## src/rtl/led_frame_scheduler_pkg.sv

```systemverilog
// Shared types and default timing for the LED frame scheduler.
package led_pkg;

   localparam int LP_COLOR_WIDTH  = 8;
   localparam int LP_FRAME_CYCLES = 1_666_667;  // 60 Hz frame at 100 MHz
   localparam int LP_LATCH_CYCLES = 28_000;     // 280 us strand latch at 100 MHz

   typedef struct packed {
      logic [LP_COLOR_WIDTH-1:0] green;
      logic [LP_COLOR_WIDTH-1:0] red;
      logic [LP_COLOR_WIDTH-1:0] blue;
   } rgb_t;

   typedef enum logic [1:0] {
      IDLE   = 2'd0,
      STREAM = 2'd1,
      LATCH  = 2'd2
   } sched_state_t;

   // Bits needed to hold 0..n-1, never less than one.
   function automatic int cnt_width(input int n);
      return (n > 1) ? $clog2(n) : 1;
   endfunction

endpackage

```

## src/rtl/led_frame_scheduler_ram.sv

```systemverilog
// Double-buffered colour store: host writes the back bank, driver reads the front bank.
module rgb_pingpong_ram #(
   parameter int NUM_LEDS   = 2,
   parameter int DATA_WIDTH = 24,
   parameter int IDX_WIDTH  = 1
) (
   input  logic                  i_clk,
   input  logic                  i_rst_n,
   input  logic                  i_front,
   input  logic                  i_wr_en,
   input  logic [IDX_WIDTH-1:0]  i_wr_addr,
   input  logic [DATA_WIDTH-1:0] i_wr_data,
   input  logic                  i_rd_en,
   input  logic [IDX_WIDTH-1:0]  i_rd_addr,
   output logic [DATA_WIDTH-1:0] o_rd_data
);

   // One extra bit so NUM_LEDS itself is representable for the range compare.
   localparam int                 LP_AW  = IDX_WIDTH + 1;
   localparam logic [LP_AW-1:0]   LP_NUM = LP_AW'(NUM_LEDS);

   logic [DATA_WIDTH-1:0] r_mem [0:1][0:NUM_LEDS-1];
   logic [DATA_WIDTH-1:0] r_rd_data;
   logic                  w_back;
   logic                  w_wr_ok;
   logic                  w_rd_ok;

   assign w_back  = ~i_front;
   assign w_wr_ok = i_wr_en && ({1'b0, i_wr_addr} < LP_NUM);
   assign w_rd_ok = {1'b0, i_rd_addr} < LP_NUM;

   // Back-bank write; the array itself is never reset.
   always_ff @(posedge i_clk) begin
      if (w_wr_ok) begin
         r_mem[w_back][i_wr_addr] <= i_wr_data;
      end
   end

   // Registered front-bank read; out-of-range indices answer with black.
   always_ff @(posedge i_clk or negedge i_rst_n) begin
      if (!i_rst_n) begin
         r_rd_data <= '0;
      end else if (i_rd_en) begin
         r_rd_data <= w_rd_ok ? r_mem[i_front][i_rd_addr] : '0;
      end
   end

   assign o_rd_data = r_rd_data;

endmodule

```

## src/rtl/led_frame_scheduler.sv

```systemverilog
// Frame-rate controller: serves led_driver colour requests, latches the strand, swaps banks.
//
//   state  | meaning
//   -------+-------------------------------------------------------------
//   IDLE   | waiting for a frame tick with enable_in high
//   STREAM | answering driver requests from the front bank
//   LATCH  | strand latch hold; force_reset and bank swap on first cycle
module led_frame_scheduler
   import led_pkg::*;
#(
   parameter  int NUM_LEDS     = 2,
   parameter  int COLOR_WIDTH  = LP_COLOR_WIDTH,
   parameter  int FRAME_CYCLES = LP_FRAME_CYCLES,
   parameter  int LATCH_CYCLES = LP_LATCH_CYCLES,
   localparam int IDX_WIDTH    = cnt_width(NUM_LEDS)
) (
   input  logic                   clk_in,
   input  logic                   rst_n_in,
   input  logic                   enable_in,
   input  logic                   wr_en_in,
   input  logic [IDX_WIDTH-1:0]   wr_addr_in,
   input  logic [COLOR_WIDTH-1:0] wr_green_in,
   input  logic [COLOR_WIDTH-1:0] wr_red_in,
   input  logic [COLOR_WIDTH-1:0] wr_blue_in,
   input  logic                   swap_req_in,
   output logic                   swap_ack_out,
   input  logic [IDX_WIDTH-1:0]   drv_req_idx_in,
   input  logic                   drv_req_valid_in,
   output logic [COLOR_WIDTH-1:0] green_out,
   output logic [COLOR_WIDTH-1:0] red_out,
   output logic [COLOR_WIDTH-1:0] blue_out,
   output logic                   color_valid_out,
   output logic                   force_reset_out,
   output logic [15:0]            frame_count_out,
   output logic                   overrun_out
);

   localparam int                     TMR_WIDTH   = cnt_width(FRAME_CYCLES);
   localparam int                     LAT_WIDTH   = cnt_width(LATCH_CYCLES);
   localparam logic [TMR_WIDTH-1:0]   LP_TMR_LAST = TMR_WIDTH'(FRAME_CYCLES - 1);
   localparam logic [LAT_WIDTH-1:0]   LP_LAT_LAST = LAT_WIDTH'(LATCH_CYCLES - 1);
   localparam logic [IDX_WIDTH-1:0]   LP_IDX_LAST = IDX_WIDTH'(NUM_LEDS - 1);

   sched_state_t             r_state;
   sched_state_t             w_state_nxt;
   logic [TMR_WIDTH-1:0]     r_timer;
   logic [LAT_WIDTH-1:0]     r_latch_cnt;
   logic                     r_front;
   logic                     r_swap_pending;
   logic                     r_last_req;
   logic                     r_valid;
   logic [15:0]              r_frame_cnt;
   logic                     r_overrun;
   logic                     w_tick;
   logic                     w_req_accept;
   logic                     w_swap;
   logic                     w_force;
   logic                     w_latch_done;
   logic [3*COLOR_WIDTH-1:0] w_rd_data;

   assign w_tick       = (r_timer == LP_TMR_LAST);
   // Once the last LED has been requested, further requests are dropped so the
   // colour outputs hold through LATCH.
   assign w_req_accept = (r_state == STREAM) && drv_req_valid_in && !r_last_req;
   assign w_latch_done = (r_state == LATCH) && (r_latch_cnt == '0);

   // Free-running frame timer; the wrap cycle is the frame tick.
   always_ff @(posedge clk_in or negedge rst_n_in) begin
      if (!rst_n_in) begin
         r_timer <= '0;
      end else if (w_tick) begin
         r_timer <= '0;
      end else begin
         r_timer <= r_timer + 1'b1;
      end
   end

   // State register.
   always_ff @(posedge clk_in or negedge rst_n_in) begin
      if (!rst_n_in) begin
         r_state <= IDLE;
      end else begin
         r_state <= w_state_nxt;
      end
   end

   // Next-state and first-LATCH-cycle strobes.
   always_comb begin
      w_state_nxt = r_state;
      w_swap      = 1'b0;
      w_force     = 1'b0;
      case (r_state)
         IDLE: begin
            if (w_tick && enable_in) begin
               w_state_nxt = STREAM;
            end
         end
         STREAM: begin
            if (r_last_req) begin
               w_state_nxt = LATCH;
            end
         end
         LATCH: begin
            if (r_latch_cnt == LP_LAT_LAST) begin
               w_force = 1'b1;
               w_swap  = r_swap_pending || swap_req_in;
            end
            if (r_latch_cnt == '0) begin
               w_state_nxt = IDLE;
            end
         end
         default: begin
            w_state_nxt = IDLE;
         end
      endcase
   end

   // Latch hold down-counter, loaded on the way into LATCH.
   always_ff @(posedge clk_in or negedge rst_n_in) begin
      if (!rst_n_in) begin
         r_latch_cnt <= '0;
      end else if ((r_state == STREAM) && r_last_req) begin
         r_latch_cnt <= LP_LAT_LAST;
      end else if ((r_state == LATCH) && (r_latch_cnt != '0)) begin
         r_latch_cnt <= r_latch_cnt - 1'b1;
      end
   end

   // Stream bookkeeping: last-LED flag and colour-valid qualifier.
   always_ff @(posedge clk_in or negedge rst_n_in) begin
      if (!rst_n_in) begin
         r_last_req <= 1'b0;
         r_valid    <= 1'b0;
      end else begin
         if (w_req_accept && (drv_req_idx_in == LP_IDX_LAST)) begin
            r_last_req <= 1'b1;
         end else if ((r_state == STREAM) && r_last_req) begin
            r_last_req <= 1'b0;
         end
         if (w_state_nxt != STREAM) begin
            r_valid <= 1'b0;
         end else if (w_req_accept) begin
            r_valid <= 1'b1;
         end
      end
   end

   // Bank select and a single pending swap request.
   always_ff @(posedge clk_in or negedge rst_n_in) begin
      if (!rst_n_in) begin
         r_front        <= 1'b0;
         r_swap_pending <= 1'b0;
      end else if (w_swap) begin
         r_front        <= ~r_front;
         r_swap_pending <= 1'b0;
      end else if (swap_req_in) begin
         r_swap_pending <= 1'b1;
      end
   end

   // Completed-frame counter and sticky overrun flag.
   always_ff @(posedge clk_in or negedge rst_n_in) begin
      if (!rst_n_in) begin
         r_frame_cnt <= '0;
         r_overrun   <= 1'b0;
      end else begin
         if (w_latch_done) begin
            r_frame_cnt <= r_frame_cnt + 16'd1;
         end
         if (w_tick && (r_state != IDLE)) begin
            r_overrun <= 1'b1;
         end
      end
   end

   rgb_pingpong_ram #(
      .NUM_LEDS   (NUM_LEDS),
      .DATA_WIDTH (3 * COLOR_WIDTH),
      .IDX_WIDTH  (IDX_WIDTH)
   ) u_ram (
      .i_clk      (clk_in),
      .i_rst_n    (rst_n_in),
      .i_front    (r_front),
      .i_wr_en    (wr_en_in),
      .i_wr_addr  (wr_addr_in),
      .i_wr_data  ({wr_green_in, wr_red_in, wr_blue_in}),
      .i_rd_en    (w_req_accept),
      .i_rd_addr  (drv_req_idx_in),
      .o_rd_data  (w_rd_data)
   );

   assign green_out       = w_rd_data[3*COLOR_WIDTH-1 -: COLOR_WIDTH];
   assign red_out         = w_rd_data[2*COLOR_WIDTH-1 -: COLOR_WIDTH];
   assign blue_out        = w_rd_data[COLOR_WIDTH-1:0];
   assign color_valid_out = r_valid;
   assign force_reset_out = w_force;
   assign swap_ack_out    = w_swap;
   assign frame_count_out = r_frame_cnt;
   assign overrun_out     = r_overrun;

endmodule
```

## config.mk

```make
export PLATFORM = sky130hd
export DESIGN_NAME = led_frame_scheduler
export DESIGN_NICKNAME = d
export VERILOG_FILES = /design/src/rtl/led_frame_scheduler_pkg.sv /design/src/rtl/led_frame_scheduler_ram.sv /design/src/rtl/led_frame_scheduler.sv
export SDC_FILE = /design/constraint.sdc
export NUM_CORES = 1
export LEC_CHECK = 0
export CORE_MARGIN = 2
export CORE_UTILIZATION = 45
export DETAILED_ROUTE_END_ITERATION = 16
export PLACE_DENSITY = 0.66
export SYNTH_ARGS = -nofsm -noshare
export SYNTH_HDL_FRONTEND = slang
export SYNTH_SLANG_ARGS = --single-unit
```

## constraint.sdc

```tcl
create_clock -name clk_in -period 7.25 [get_ports clk_in]
set_input_delay 0.725 -clock clk_in [delete_from_list [all_inputs] [get_ports clk_in]]
set_output_delay 0.725 -clock clk_in [all_outputs]
set_load 0.01 [all_outputs]
```

# ---- After elaboration in Yosys (flattened, before gate mapping)
# Memories as Yosys holds them, arrays and structs flattened.
# Cells that the tools add are included.
# W data, S select, Z words.
dict set report word_totals {
  ram_bits 96
  memories 1
  latch_bits 0
  word_cells 68
  register_bits 83
  mem_bits_ro 0
  output_inout_bits 44
  input_bits 32
}
dict set report classes {
  add_sub_neg 3
  n_mux 24
  n_eq_ne 5
  bitwise 3
  n_shift 0
  mul 0
  order_cmp 3
  div 0
  n_reduce_logical 19
}
# name words word_bits rd rd_ports_with_merged_regs wr line_no
set memory_table {}
lappend memory_table {u_ram.r_mem 2 48 1 0 1 led_frame_scheduler_ram.sv:22} ;# logic [DATA_WIDTH-1:0] r_mem [0:1][0:NUM_LEDS-1];
# op count
set ops {}
lappend ops {{$mux W24} 4}
lappend ops {{$mux W48} 1}
lappend ops {{$mux W15} 2}
lappend ops {{$demux W24 S1} 1}
lappend ops {{$add A21 B1 Y21 const B} 1}
lappend ops {{$eq A21 B21 Y1 const B} 1}
lappend ops {{$mux W21} 1}
lappend ops {{$add A16 B1 Y16 const B} 1}
lappend ops {{$eq A15 B15 Y1 const B} 1}
lappend ops {{$logic_not A15 Y1} 1}
lappend ops {{$reduce_bool A15 Y1} 1}
lappend ops {{$sub A15 B1 Y15 const B} 1}
lappend ops {{$mux W1} 11}
lappend ops {{$reduce_bool A2 Y1} 5}
lappend ops {{$logic_and A1 B1 Y1} 9}
lappend ops {{$mux W2} 3}
lappend ops {{$pmux W2 S3} 1}
lappend ops {{$ge A2 B2 Y1 const B} 2}
lappend ops {{$not A1 Y2} 2}
lappend ops {{$eq A2 B1 Y1 const B} 1}
lappend ops {{$eq A2 B2 Y1 const B} 1}
lappend ops {{$logic_not A2 Y1} 1}
lappend ops {{$lt A2 B1 Y1 const B} 1}
lappend ops {{$ne A2 B1 Y1 const B} 1}
lappend ops {{3 further kinds} 3}

# ---- Logic depth before layout (Yosys ltp)
# Gate-level depths: netlist of the first run.
dict set report depth {
  word_depth 6
  ltp_mapped 8
  ltp_nobuf 7
}

# ---- By module
# From an unflattened synthesis of the first run, not the netlist that was laid out.
dict set report hier_totals {
  cells_unflattened 517
  area_unflattened_um2 7642.3
}
# module seq_area_each_um2 area_each_um2 cells_per_inst n_inst
set by_module_without_submodules {}
lappend by_module_without_submodules {rgb_pingpong_ram 3483.3 4642.0 236 1}
lappend by_module_without_submodules {led_frame_scheduler 1476.4 3000.4 281 1}

# ---- Least setup slack after synthesis of the first run
# OpenSTA, ideal clock, no wires.
dict set report synth_path {
  path_kind {input to register}
  startpoint {input port wr_addr_in}
  endpoint {memory u_ram.r_mem[1][24] (netlist bit) (enable)}
  path_slack_ps 4277
  required_time_ps 6810
  path_buffers 0
  path_stages 1
  arrival_ps 2533
  setup_ps 440
  cell_sequence {nor3b_1}
}
dict set report synth_via {
  elab_chain_cells 6
  word_cells_on_any_way 7
  classes_between {order compare (2); mux (3); bitwise (1); reduce/logical (1)}
}
# element line_no
set synth_lines {}
lappend synth_lines {{from (decl)} led_frame_scheduler.sv:21} ;# input logic [IDX_WIDTH-1:0] wr_addr_in,
lappend synth_lines {{$not A1 Y2 (not written as such) *} led_frame_scheduler_ram.sv:35} ;# r_mem[w_back][i_wr_addr] <= i_wr_data;
lappend synth_lines {{$ge A2 B2 Y1 (not written as such) or $lt A2 B1 Y1 (tied branches)} led_frame_scheduler_ram.sv:35}
lappend synth_lines {{$logic_and A1 B1 Y1 (not written as such)} led_frame_scheduler_ram.sv:35}
lappend synth_lines {{$mux W24 (not written as such)} led_frame_scheduler_ram.sv:35}
lappend synth_lines {{$demux W24 S1 *} led_frame_scheduler_ram.sv:35}
lappend synth_lines {{$mux W48 (not written as such) *} led_frame_scheduler_ram.sv:35}
lappend synth_lines {{to (decl)} led_frame_scheduler_ram.sv:22}
# Mark *: on every way between the ends. The rest lies on a longest branch, timed or not.

# ---- Worst setup path after layout of the first run
dict set report layout_path {
  startpoint {register r_state[0]}
  endpoint {output port swap_ack_out}
}
dict set report layout_via {
  elab_chain_cells 2
}
# element line_no
set layout_lines {}
lappend layout_lines {{from (decl)} led_frame_scheduler.sv:44} ;# sched_state_t r_state;
lappend layout_lines {{from (signal assigned)} led_frame_scheduler.sv:83} ;# r_state <= w_state_nxt;
lappend layout_lines {{$eq A2 B2 Y1} led_frame_scheduler.sv:92} ;# case (r_state)
lappend layout_lines {{$mux W1} led_frame_scheduler.sv:92}
lappend layout_lines {{to (decl)} led_frame_scheduler.sv:26} ;# output logic swap_ack_out,
# No other way between the ends.

==> results of run 1 <==
routing by layer:
layer,vias up,share of wire,GRT usage
met1,2033,0.44,0.2255
met3,19,0.041,0.04031
li1,1913,-,-
met5,-,0,0
met4,0,0.014,0.06383
met2,74,0.50,0.2862
layout by cell type, fill, tap and decap left out, drive strengths merged, types with 5 or more instances in the layout:
cell type | netlist | final
mux2 | 25 | 25
nand4 | 15 | 15
xnor2 | 20 | 20
o21ai | 6 | 6
nor4 | 9 | 9
nand2 | 37 | 37
clkbuf | 4 | 18
edfxtp | 96 | 96
ha | 5 | 5
buf | 7 | 9
inv | 7 | 11
nand3 | 15 | 15
clkinv | 0 | 6
nor3 | 7 | 7
mux4 | 24 | 24
a21oi | 5 | 5
clkdlybuf4s50 | 0 | 74
or3 | 5 | 5
dfrtp | 83 | 83
mux2i | 5 | 5
xor2 | 17 | 17
and3 | 7 | 7
nor2 | 32 | 32
power groups by stage:
stage / Clock [mW] / Sequential, mW / Combinational (mW)
floorplan: 0 / 1.32 / 0.188
global placement: 0 / 1.31 / 0.392
detailed placement: 0 / 1.31 / 0.403
CTS: 0.886 / 1.30 / 0.406
global route: 0.924 / 1.31 / 0.436
finish: 0.862 / 1.30 / 0.399
registers in the layout (all words and copies together) (netlist names), 2 cells and up:
| register | count |
|---|---|
| r_latch_cnt | 15 |
| frame_count_out | 16 |
| r_state | 2 |
| u_ram.r_mem | 96 |
| r_timer | 21 |
| u_ram.o_rd_data | 24 |
cells by family (layout without fill, tap and decap cells):
kind of cell,after synthesis,count (layout),share of synthesized area
flip-flops,179,179,0.6846
AND/OR/NAND/NOR,150,150,0.1164
multiplexers,54,54,0.1204
XOR/XNOR,37,37,0.04473
buffers and inverters,18,122,0.01123
AO/OA/AOI/OAI,17,17,0.01399
adder cells (fa/ha/maj),5,5,0.008636
final cells by class:
| cell class | count | area (um^2) |
|---|---|---|
| clock inverters | 14 | 131.4 |
| flip-flops and latches | 179 | 4961 |
| multi-input cells | 263 | 2217 |
| clock buffers | 18 | 429.2 |
| inverters | 7 | 26.28 |
| repair buffers | 83 | 808.3 |
| well taps | 216 | 270.3 |
| fillers | 1269 | 6984 |
stage by stage:
stage | instance area (um^2) | utilization | power, mW
finish | 8843 | 0.5587 | 2.556
global route | 8843 | 0.5587 | 2.674
CTS | 8843 | 0.5587 | 2.588
detailed placement | 8283 | 0.5233 | 1.717
global placement | 8283 | 0.5233 | 1.701
floorplan | 7244 | - | 1.503
worst paths after layout:
kind / cells past startpoint / to / start
setup / recovery: 4 / swap_ack_out / r_state[0]
hold / removal: 1 / r_timer[4] / rst_n_in
setup reg to reg: 2 / u_ram.r_mem[1][26] / r_front
hold reg to reg: 1 / overrun_out / overrun_out
max in group asynchronous: 2 / r_front / rst_n_in
min in group clk_in: 1 / overrun_out / overrun_out
==> summary.md, run 1 <==
| Metric | Value |
|---|---|
| Syn nets | `around 500` |
| Synthesized area per cell | `15.75 um^2` |
| Post-place setup slack | `4.368 ns` |
| Slew headroom | `0.3629` |
| Post CTS Setup Buffer Count | `0` |
| Worst Hold Slack | `~0.25 ns` |
| Htree depth | `4` |
| CTS clock-pin slew for the worst setup and hold paths | `0.06 ns` |
| Post_cts resized | `0` |
| Half-perimeter wire length after placement | `9096 um` |
| Critical path required time | `about 6.5 ns` |
| Cell taking the most area after synthesis | `edfxtp_1` |
| CP Class | `reg -> out` |
| Switching Fraction | `0.2608` |
| Routed WL | `13640 um` |
| Post-synth top flop | `edfxtp_1` |
| MaxCap Viol Count | `0` |
| Initial antenna violation count | `0` |
| Hold_buf cts | `0` |
| Placed cells | `748` |
| Clock Latency Late Sink | `0.42 ns` |
| Ports | `76` |
| Worst VDD drop | `0.1972 mV` |
| Part of the cycle the worst path needs | `0.4537` |
| Worst-Margin Slew | `~0.95 ns` |
| RSZ-0062 raised after global routing | `false` |
| EDFF count, synth | `96` |
| CP max stage delay | `0.60 ns` |
| WL/cell | `around 17 um` |
| #FFs+latches synth | `179` |
| Synth top area cells | `edfxtp_1, dfrtp_1, mux4_2` |
| GP Congestion | `0.8539` |
| Reg power frac | `0.507` |
| FP Rows | `46` |
| Residual DRC | `0` |
| Share of cells above drive strength 1 | `0.1915` |
| Setup TNS Final | `0 ns` |
| Die ar. | `~0.017 mm^2` |
| Cells after Synth | `460` |
| Critical Path Sink Type | `output pin` |
| Core Region | `0.01583 mm^2` |
| Yosys warns | `0` |
| Gate power share | `0.156` |
| Pre-antenna DRT Iters | `4` |
| CP bufs+invs | `1` |
| Most frequent cell after synthesis | `edfxtp_1` |
| Min-Delay Path Class | `in -> async` |
| Switching power total | `666.7 uW` |
| Area growth syn-to-layout | `22.07%` |
| Hold Violations, Final | `0` |
| Antenna Cells | `0` |
| Die width | `130.9 um` |
| Async SR Flop Fraction | `0.4637` |
| PortBufs | `75` |
| Synth cell count leaders | `edfxtp_1, dfrtp_1, nand2_1` |
| Setup-violating endpoint count in the final report | `0` |
| Clock period minus worst slack | `3.289 ns` |
| Clock Root Buffer | `clkbuf_16` |
| Largest net degree at the start of global routing | `54` |
| Gr ovfl total | `0` |
| Sequential cell area fraction in the yosys report | `0.6846` |
| Final worst slack | `3.961 ns` |
| Clk sinks | `179` |
| Slew Limit Fails | `0` |
| Leakage | `3.338 nW` |
| Sequence of cells on the critical path | `nand2b_1 -> or4_1 -> nor4_2 -> clkdlybuf4s50_1` |
| Outcome | `complete, no violations` |
| Routed Antenna Nets | `0` |
| Crit path max-delay family | `simple AND/OR/NAND/NOR gates` |
| Startpoint types | `register` |
| Critical path peak fanout | `7` |
| Clock power share | `0.337` |
| CP max-delay cell | `clkdlybuf4s50_1` |
| Fmax | `304.0 MHz` |
| Non-filler cells, final | `780` |
| Pwr dens | `289.1 mW/mm^2` |
| Area share of the largest cell type after synthesis | `0.3979` |
| Vias in the first global route | `4361` |
| Gr usage total | `0.1730` |
| Die Y | `about 130 um` |
| CTS tree | `yes` |
| Cts bufs inserted | `17` |
| Skew final | `0.01088 ns` |
| Initial core utilization | `0.4577` |
| Synth unique cells | `46` |
| CP arrival | `between 2 and 3 ns` |
| Syn Std Cell Area | `0.007244 mm^2` |
| DR iter-0 viols | `298` |
| R2r setup slk | `4.91 ns` |
| Via Count | `4039` |
| Pint | `1.890 mW` |
| First-pass GRT wire length | `~22000 um` |
| Final nets | `588` |
| Via/cell ratio | `5.178` |
| Clk buf depth | `2` |
(Power assumes the default switching activity.)
==> run 2: changes to the inputs <==
Settings changed: PLACE_DENSITY 0.66 to 0.68.
Clock period 7.25 ns to 2.75 ns, I/O delays scaled along.
==> run 2 against run 1 <==
Compared with the run above:
- die area is the same
- count of clock-buffer cells in the layout grew 1
- critical path depth is the same
- largest cell class unchanged
==> summary.md, run 2 (synthesized netlist as in run 1, its figures left out) <==
| Metric | Value |
|---|---|
| Outcome | `complete, no violations` |
| Leakage | `3.400 nW (+1.9%)` |
| CP max stage delay | `0.56 ns (-0.04 ns)` |
| Startpoint types | `register` |
| Setup-violating endpoint count in the final report | `0 (unchanged)` |
| Setup TNS Final | `0 ns (unchanged)` |
| Min-Delay Path Class | `in -> async` |
| Worst r2r src | `r_timer[4]` |
| CTS clock-pin slew for the worst setup and hold paths | `0.06 ns (about the same)` |
| Share of cells above drive strength 1 | `0.1922 (+0.0007505)` |
| Pwr dens | `758.3 mW/mm^2 (+160%)` |
| Die Y | `130.9 um (unchanged)` |
| Core Region | `0.01583 mm^2 (unchanged)` |
| GP Congestion | `0.8046 (-5.8%)` |
| Die width | `130.9 um (unchanged)` |
| CP Class | `reg -> out` |
| Gr ovfl total | `0 (unchanged)` |
| Post CTS Setup Buffer Count | `0 (unchanged)` |
| Pre-antenna DRT Iters | `4 (unchanged)` |
| CP arrival | `2.30 ns (-0.26 ns)` |
| Htree depth | `4 (unchanged)` |
| MaxCap Viol Count | `0 (unchanged)` |
| Half-perimeter wire length after placement | `8920 um (-1.9%)` |
| Routed Antenna Nets | `0 (unchanged)` |
| Clk sinks | `179 (unchanged)` |
| CP max-delay cell | `or4_1` |
| Commonest non-fill, non-tap cells in the layout | `edfxtp_1, dfrtp_1, clkdlybuf4s50_1` |
| DR iter-0 viols | `328 (+10%)` |
| Worst Hold Slack | `0.4297 ns (+0.1789 ns)` |
| Critical Path Sink Type | `output pin` |
| Vias in the first global route | `4231 (-3.0%)` |
| Most common cell after layout, fill and taps aside | `edfxtp_1` |
| R2R depth | `6 (+4)` |
| Clock Root Buffer | `clkbuf_16` |
| Fill count | `1224 (-3.5%)` |
| Via/cell ratio | `5.238 (+1.1%)` |
| Reg with most FFs | `u_ram.r_mem` |
| Clock Latency Late Sink | `0.42 ns (about the same)` |
| Gr usage total | `0.1728 (about the same)` |
| Via Count | `4101 (+1.5%)` |
| R2r endpoint | `color_valid_out` |
| Worst VDD drop | `0.4887 mV (+150%)` |
| Cts bufs inserted | `17 (unchanged)` |
| Worst-Margin Slew | `0.7509 ns (-0.2005 ns)` |
| Slew headroom | `0.4948 (+0.1319)` |
| Slew Limit Fails | `0 (unchanged)` |
| RSZ-0062 raised after global routing | `false` |
| WL/cell | `17.43 um (-0.32%)` |
| Final nets | `592 (+0.68%)` |
| Critical path required time | `2.48 ns (-4.04 ns)` |
| Util after Layout | `0.5660 (+0.007273)` |
| Ports | `76 (unchanged)` |
| Initial core utilization | `0.4577 (unchanged)` |
| Largest net degree at the start of global routing | `53 (-1.9%)` |
| Skew final | `0.008337 ns (-0.002543 ns)` |
| Initial antenna violation count | `0 (unchanged)` |
| PortBufs | `75 (unchanged)` |
| Sequence of cells on the critical path | `nand2b_1 -> or4_1 -> nor4_2 -> dlygate4sd2_1` |
| Critical path peak fanout | `7 (unchanged)` |
| Crit path max-delay family | `simple AND/OR/NAND/NOR gates` |
| Clk buf depth | `2 (unchanged)` |
| Residual DRC | `0 (unchanged)` |
| Routed WL | `13650 um (about the same)` |
| CTS tree | `yes` |
| Clock period minus worst slack | `2.570 ns` |
| FP Rows | `46 (unchanged)` |
| Area growth syn-to-layout | `23.66%` |
| Fmax | `389.0 MHz` |
| R2r setup slk | `0.66 ns (-4.25 ns)` |
| Part of the cycle the worst path needs | `0.9347` |
| Antenna Cells | `0 (unchanged)` |
| First-pass GRT wire length | `22070 um (-0.71%)` |
| Die ar. | `0.01713 mm^2 (unchanged)` |
| Hold Violations, Final | `0 (unchanged)` |
| CP bufs+invs | `1 (unchanged)` |
| Largest register FFs | `96 (unchanged)` |
## run 2: cell count changes in the layout (fill, tap and decap cells not counted), moves of 2 or more
| cell | previous run | this run |
|---|---|---|
| buf_12 | 0 | 5 |
| inv_6 | 4 | 0 |
| buf_4 | 9 | 7 |
| clkdlybuf4s50_1 | 74 | 72 |
## run 2: stage by stage
stage               power (mW)  cell area [um^2]  instances  setup slack, ns
detailed placement       4.528              8374        751           0.3446
global route             7.100              8959        783          0.07456
CTS                      6.869              8956        783          0.02392
global placement         4.488              8374        751           0.3477
finish                   6.794              8959        783           0.1796
floorplan                3.963              7249        460           0.4842
## run 2: routing by layer
metal  vias up  wire length (um)  track usage
met5         -                 0            0
met4         0               120      0.04506
met3        10               601      0.05415
met2        74              6917       0.2800
met1      2101              6010       0.2296
li1       1916                 -            -
## run 2: area by class of cell
cell class	instances	area, um^2	area share
Sequential cell	179	4961	0.5538
Multi-Input combinational cell	263	2228	0.2487
Timing Repair Buffer	87	904.6	0.1010
Tap cell	216	270.3	0.03017
Inverter	7	26.28	0.002933
Clock buffer	19	432.9	0.04832
Clock inverter	12	135.1	0.01508
## run 2: what timing repair did
item,in CTS,in global routing
hold buffers,1,0
hold endpoints to repair,51,0
endpoints found under the setup margin,2,1
resized for setup,2,1
## run 2: worst max path at each step
stage	start	to	slack, ns	cells after the start
after CTS	r_state[0]	force_reset_out	0.02	4
after global placement	r_state[0]	swap_ack_out	0.35	4
after global routing	r_state[0]	swap_ack_out	0.07	4
after detailed placement	r_state[0]	swap_ack_out	0.34	4
after floorplan	r_front	u_ram.r_mem[0][24]	0.48	3
final	r_state[0]	swap_ack_out	0.18	4
## run 2: worst register-to-register path: stages, from the launching register on
cell	delay, ns
dfrtp_1	0.44
nor4_1	0.34
nand4_1	0.14
nor4_2	0.50
buf_4	0.24
nand3b_1	0.10
a211oi_1	0.24
## run 2: power breakdown
group	leakage (nW)	internal (mW)	total, mW	switching (mW)
Combinational	1.19	0.600	1.06	0.458
Clock	0.262	1.34	2.32	0.986
Sequential	1.95	3.13	3.41	0.282
Total	3.40	5.07	6.79	1.72
==> run 3: changes to the inputs <==
Settings changed: DONT_BUFFER_PORTS set to 1, MAX_ROUTING_LAYER set to met4, PLACE_DENSITY 0.68 to not set.
==> run 3 against run 2 <==
Compared with the run above:
- register-to-register slack better by 0.02 ns
- non-clock buffer count decreased by 50
- flip-flop and latch count did not move
- clock power is 7% higher
- worst hold slack got worse by 0.39 ns
- sequential share of layout area grew 3.2 points
- utilization shrank 3.1 points
- cell area down 5.5%
- clock skew hardly changed
- via count fell by 4.7%
- cell count down 6.3%
- first-iteration DRC count decreased by 9.5%
- critical endpoint unchanged
- largest cell class unchanged
- largest power group unchanged
==> summary.md, run 3 (synthesized netlist as in run 1, its figures left out) <==
| Metric | Value |
|---|---|
| Worst VDD drop | `0.4771 mV (-2.4%)` |
| Post_cts resized | `0 (-2)` |
| Share of cells above drive strength 1 | `0.2124 (+0.02012)` |
| Post CTS Setup Buffer Count | `0 (unchanged)` |
| Via/cell ratio | `5.323 (+1.6%)` |
| Fmax | `412.5 MHz (+6.0%)` |
| Clock power share | `0.374 (+0.032)` |
| Half-perimeter wire length after placement | `8145 um (-8.7%)` |
| Switching Fraction | `0.2564 (+0.002553)` |
| Clk sinks | `179 (unchanged)` |
| Fill count | `1273 (+4.0%)` |
| Critical path required time | `2.48 ns (about the same)` |
| Skew final | `0.008389 ns (+0.00005199 ns)` |
| Routed Antenna Nets | `0 (unchanged)` |
| DR iter-0 viols | `297 (-9.5%)` |
| Cts bufs inserted | `17 (unchanged)` |
| Worst r2r src | `r_front` |
| Pint | `4.942 mW (-2.5%)` |
| Reg power frac | `0.530 (+0.027)` |
| RSZ-0062 raised after global routing | `false` |
| Clock period minus worst slack | `2.424 ns (-0.1460 ns)` |
| Gate power share | `0.096 (-0.060)` |
| Startpoint types | `register` |
| Gr ovfl total | `0 (unchanged)` |
| Cells on Worst Hold Path | `2` |
| Pre-antenna DRT Iters | `4 (unchanged)` |
| Antenna Cells | `0 (unchanged)` |
| Gr usage total | `0.1757 (+0.002910)` |
| Die Y | `130.9 um (unchanged)` |
| R2R depth | `3 (-3)` |
| Outcome | `complete, no violations` |
| Worst-Margin Slew | `0.7943 ns (+0.04347 ns)` |
| Leakage | `3.211 nW (-5.6%)` |
| CP Class | `reg -> out` |
| R2r endpoint | `u_ram.o_rd_data[14]` |
| WL/cell | `18.02 um (+3.4%)` |
| Endpoint, Worst Hold | `color_valid_out` |
| Largest register FFs | `96 (unchanged)` |
| Reg with most FFs | `u_ram.r_mem` |
| Commonest non-fill, non-tap cells in the layout | `edfxtp_1, dfrtp_1, nand2_1` |
| Die width | `130.9 um (unchanged)` |
| Initial core utilization | `0.4577 (unchanged)` |
| Switching power total | `1.704 mW (-1.2%)` |
| Final nets | `542 (-8.4%)` |
| Slew headroom | `0.4656 (-0.02925)` |
| Area growth syn-to-layout | `16.86%` |
| Htree depth | `4 (unchanged)` |
| Vias in the first global route | `3970 (-6.2%)` |
| Pwr dens | `785.1 mW/mm^2 (+3.5%)` |
| Critical Path Sink Type | `output pin` |
| Final Power | `6.646 mW (-2.2%)` |
| Clk buf depth | `2 (unchanged)` |
| Most common cell after layout, fill and taps aside | `edfxtp_1` |
| Critical path peak fanout | `7 (unchanged)` |
| Critical hold path startpoint | `enable_in` |
| CTS clock-pin slew for the worst setup and hold paths | `0.07 ns (about the same)` |
| First-pass GRT wire length | `21310 um (-3.4%)` |
| Core Region | `0.01583 mm^2 (unchanged)` |
| CP arrival | `2.15 ns (-0.15 ns)` |
| R2r setup slk | `0.68 ns (+0.02 ns)` |
| Ports | `76 (unchanged)` |
| Slew Limit Fails | `0 (unchanged)` |
| MaxCap Viol Count | `0 (unchanged)` |
| CTS tree | `yes` |
| Clock Latency Late Sink | `0.43 ns (about the same)` |
| FP Rows | `46 (unchanged)` |
| Initial antenna violation count | `0 (unchanged)` |
| Die ar. | `0.01713 mm^2 (unchanged)` |
| Largest net degree at the start of global routing | `84 (+58%)` |
| Clock Root Buffer | `clkbuf_16` |
| Setup TNS Final | `0 ns (unchanged)` |
| PortBufs | `0 (-100%)` |
| Hold Violations, Final | `0 (unchanged)` |
| Routed WL | `13230 um (-3.1%)` |
| GP Congestion | `0.8224 (+2.2%)` |
| Via Count | `3907 (-4.7%)` |
| Residual DRC | `0 (unchanged)` |
| Part of the cycle the worst path needs | `0.8816 (-0.05308)` |
| Setup-violating endpoint count in the final report | `0 (unchanged)` |
| Min-Delay Path Class | `in -> reg` |
==> run 3: cell count changes in the layout (fill, tap and decap cells not counted), sizes merged <==
cell / previous run / this run
clkdlybuf4s50: 72 / 0
dlygate4sd3: 1 / 27
clkinv: 5 / 1
inv: 8 / 11
buf: 12 / 10
bufinv: 2 / 3
clkinvlp: 4 / 5
dlygate4sd2: 1 / 0
dlymetal6s2s: 1 / 0
==> run 3: critical path, stage by stage, from the launching register on <==
cell	delay (ns)
dfrtp_1	0.44
nand2b_1	0.20
or4_1	0.54
nor4_2	0.55
==> run 3: repair_timing <==
action                                 CTS  global route
setup endpoints to repair                0             0
hold buffers                            28             0
endpoints found under the hold margin  181             0
==> run 3: metrics by stage <==
step / setup WS (ns) / hold WS (ns) / util / instances / instance area, um^2
floorplan: 0.4842 / -0.02059 / - / 460 / 7249
global placement: 0.6307 / -0.01387 / 0.4772 / 674 / 7553
detailed placement: 0.6018 / -0.01383 / 0.4772 / 674 / 7553
CTS: 0.2672 / 0.01771 / 0.5349 / 734 / 8466
global route: 0.2132 / 0.05126 / 0.5349 / 734 / 8466
finish: 0.3256 / 0.04142 / 0.5349 / 734 / 8466
==> run 3: cell type report <==
| type | instances | area (um^2) | share of cell area |
|---|---|---|---|
| Clock buffer | 19 | 442.9 | 0.05232 |
| Clock inverter | 13 | 171.4 | 0.02025 |
| Inverter | 7 | 26.28 | 0.003104 |
| Multi-Input combinational cell | 263 | 2228 | 0.2632 |
| Sequential cell | 179 | 4961 | 0.5860 |
| Tap cell | 216 | 270.3 | 0.03192 |
| Timing Repair Buffer | 37 | 365.4 | 0.04316 |
==> run 3: layer usage <==
metal  GRT usage  part of all wire
met2      0.2647              0.49
met3     0.05049             0.045
met4     0.06821             0.018
met5           -                 0
met1      0.2280              0.45
==> run 3: power groups by stage <==
| stage | Sequential, mW | Clock (mW) | Combinational, mW |
|---|---|---|---|
| 6_report | 3.52 | 2.49 | 0.640 |
| 2_1_floorplan | 3.47 | 0 | 0.495 |
| 3_5_place_dp | 3.58 | 0 | 0.572 |
| 4_1_cts | 3.53 | 2.54 | 0.650 |
| 3_3_place_gp | 3.57 | 0 | 0.552 |
| 5_1_grt | 3.57 | 2.66 | 0.723 |
==> run 3: how the worst max path moves through the flow <==
| stage | from | endpoint | slack (ns) | depth (start not counted) |
|---|---|---|---|---|
| after floorplan | r_front | u_ram.r_mem[0][24] | 0.48 | 3 |
| after global placement | r_front | u_ram.o_rd_data[9] | 0.63 | 3 |
| after detailed placement | r_front | u_ram.o_rd_data[14] | 0.60 | 3 |
| after CTS | r_state[0] | swap_ack_out | 0.27 | 3 |
| after global routing | r_state[0] | swap_ack_out | 0.21 | 3 |
| final | r_state[0] | swap_ack_out | 0.33 | 3 |
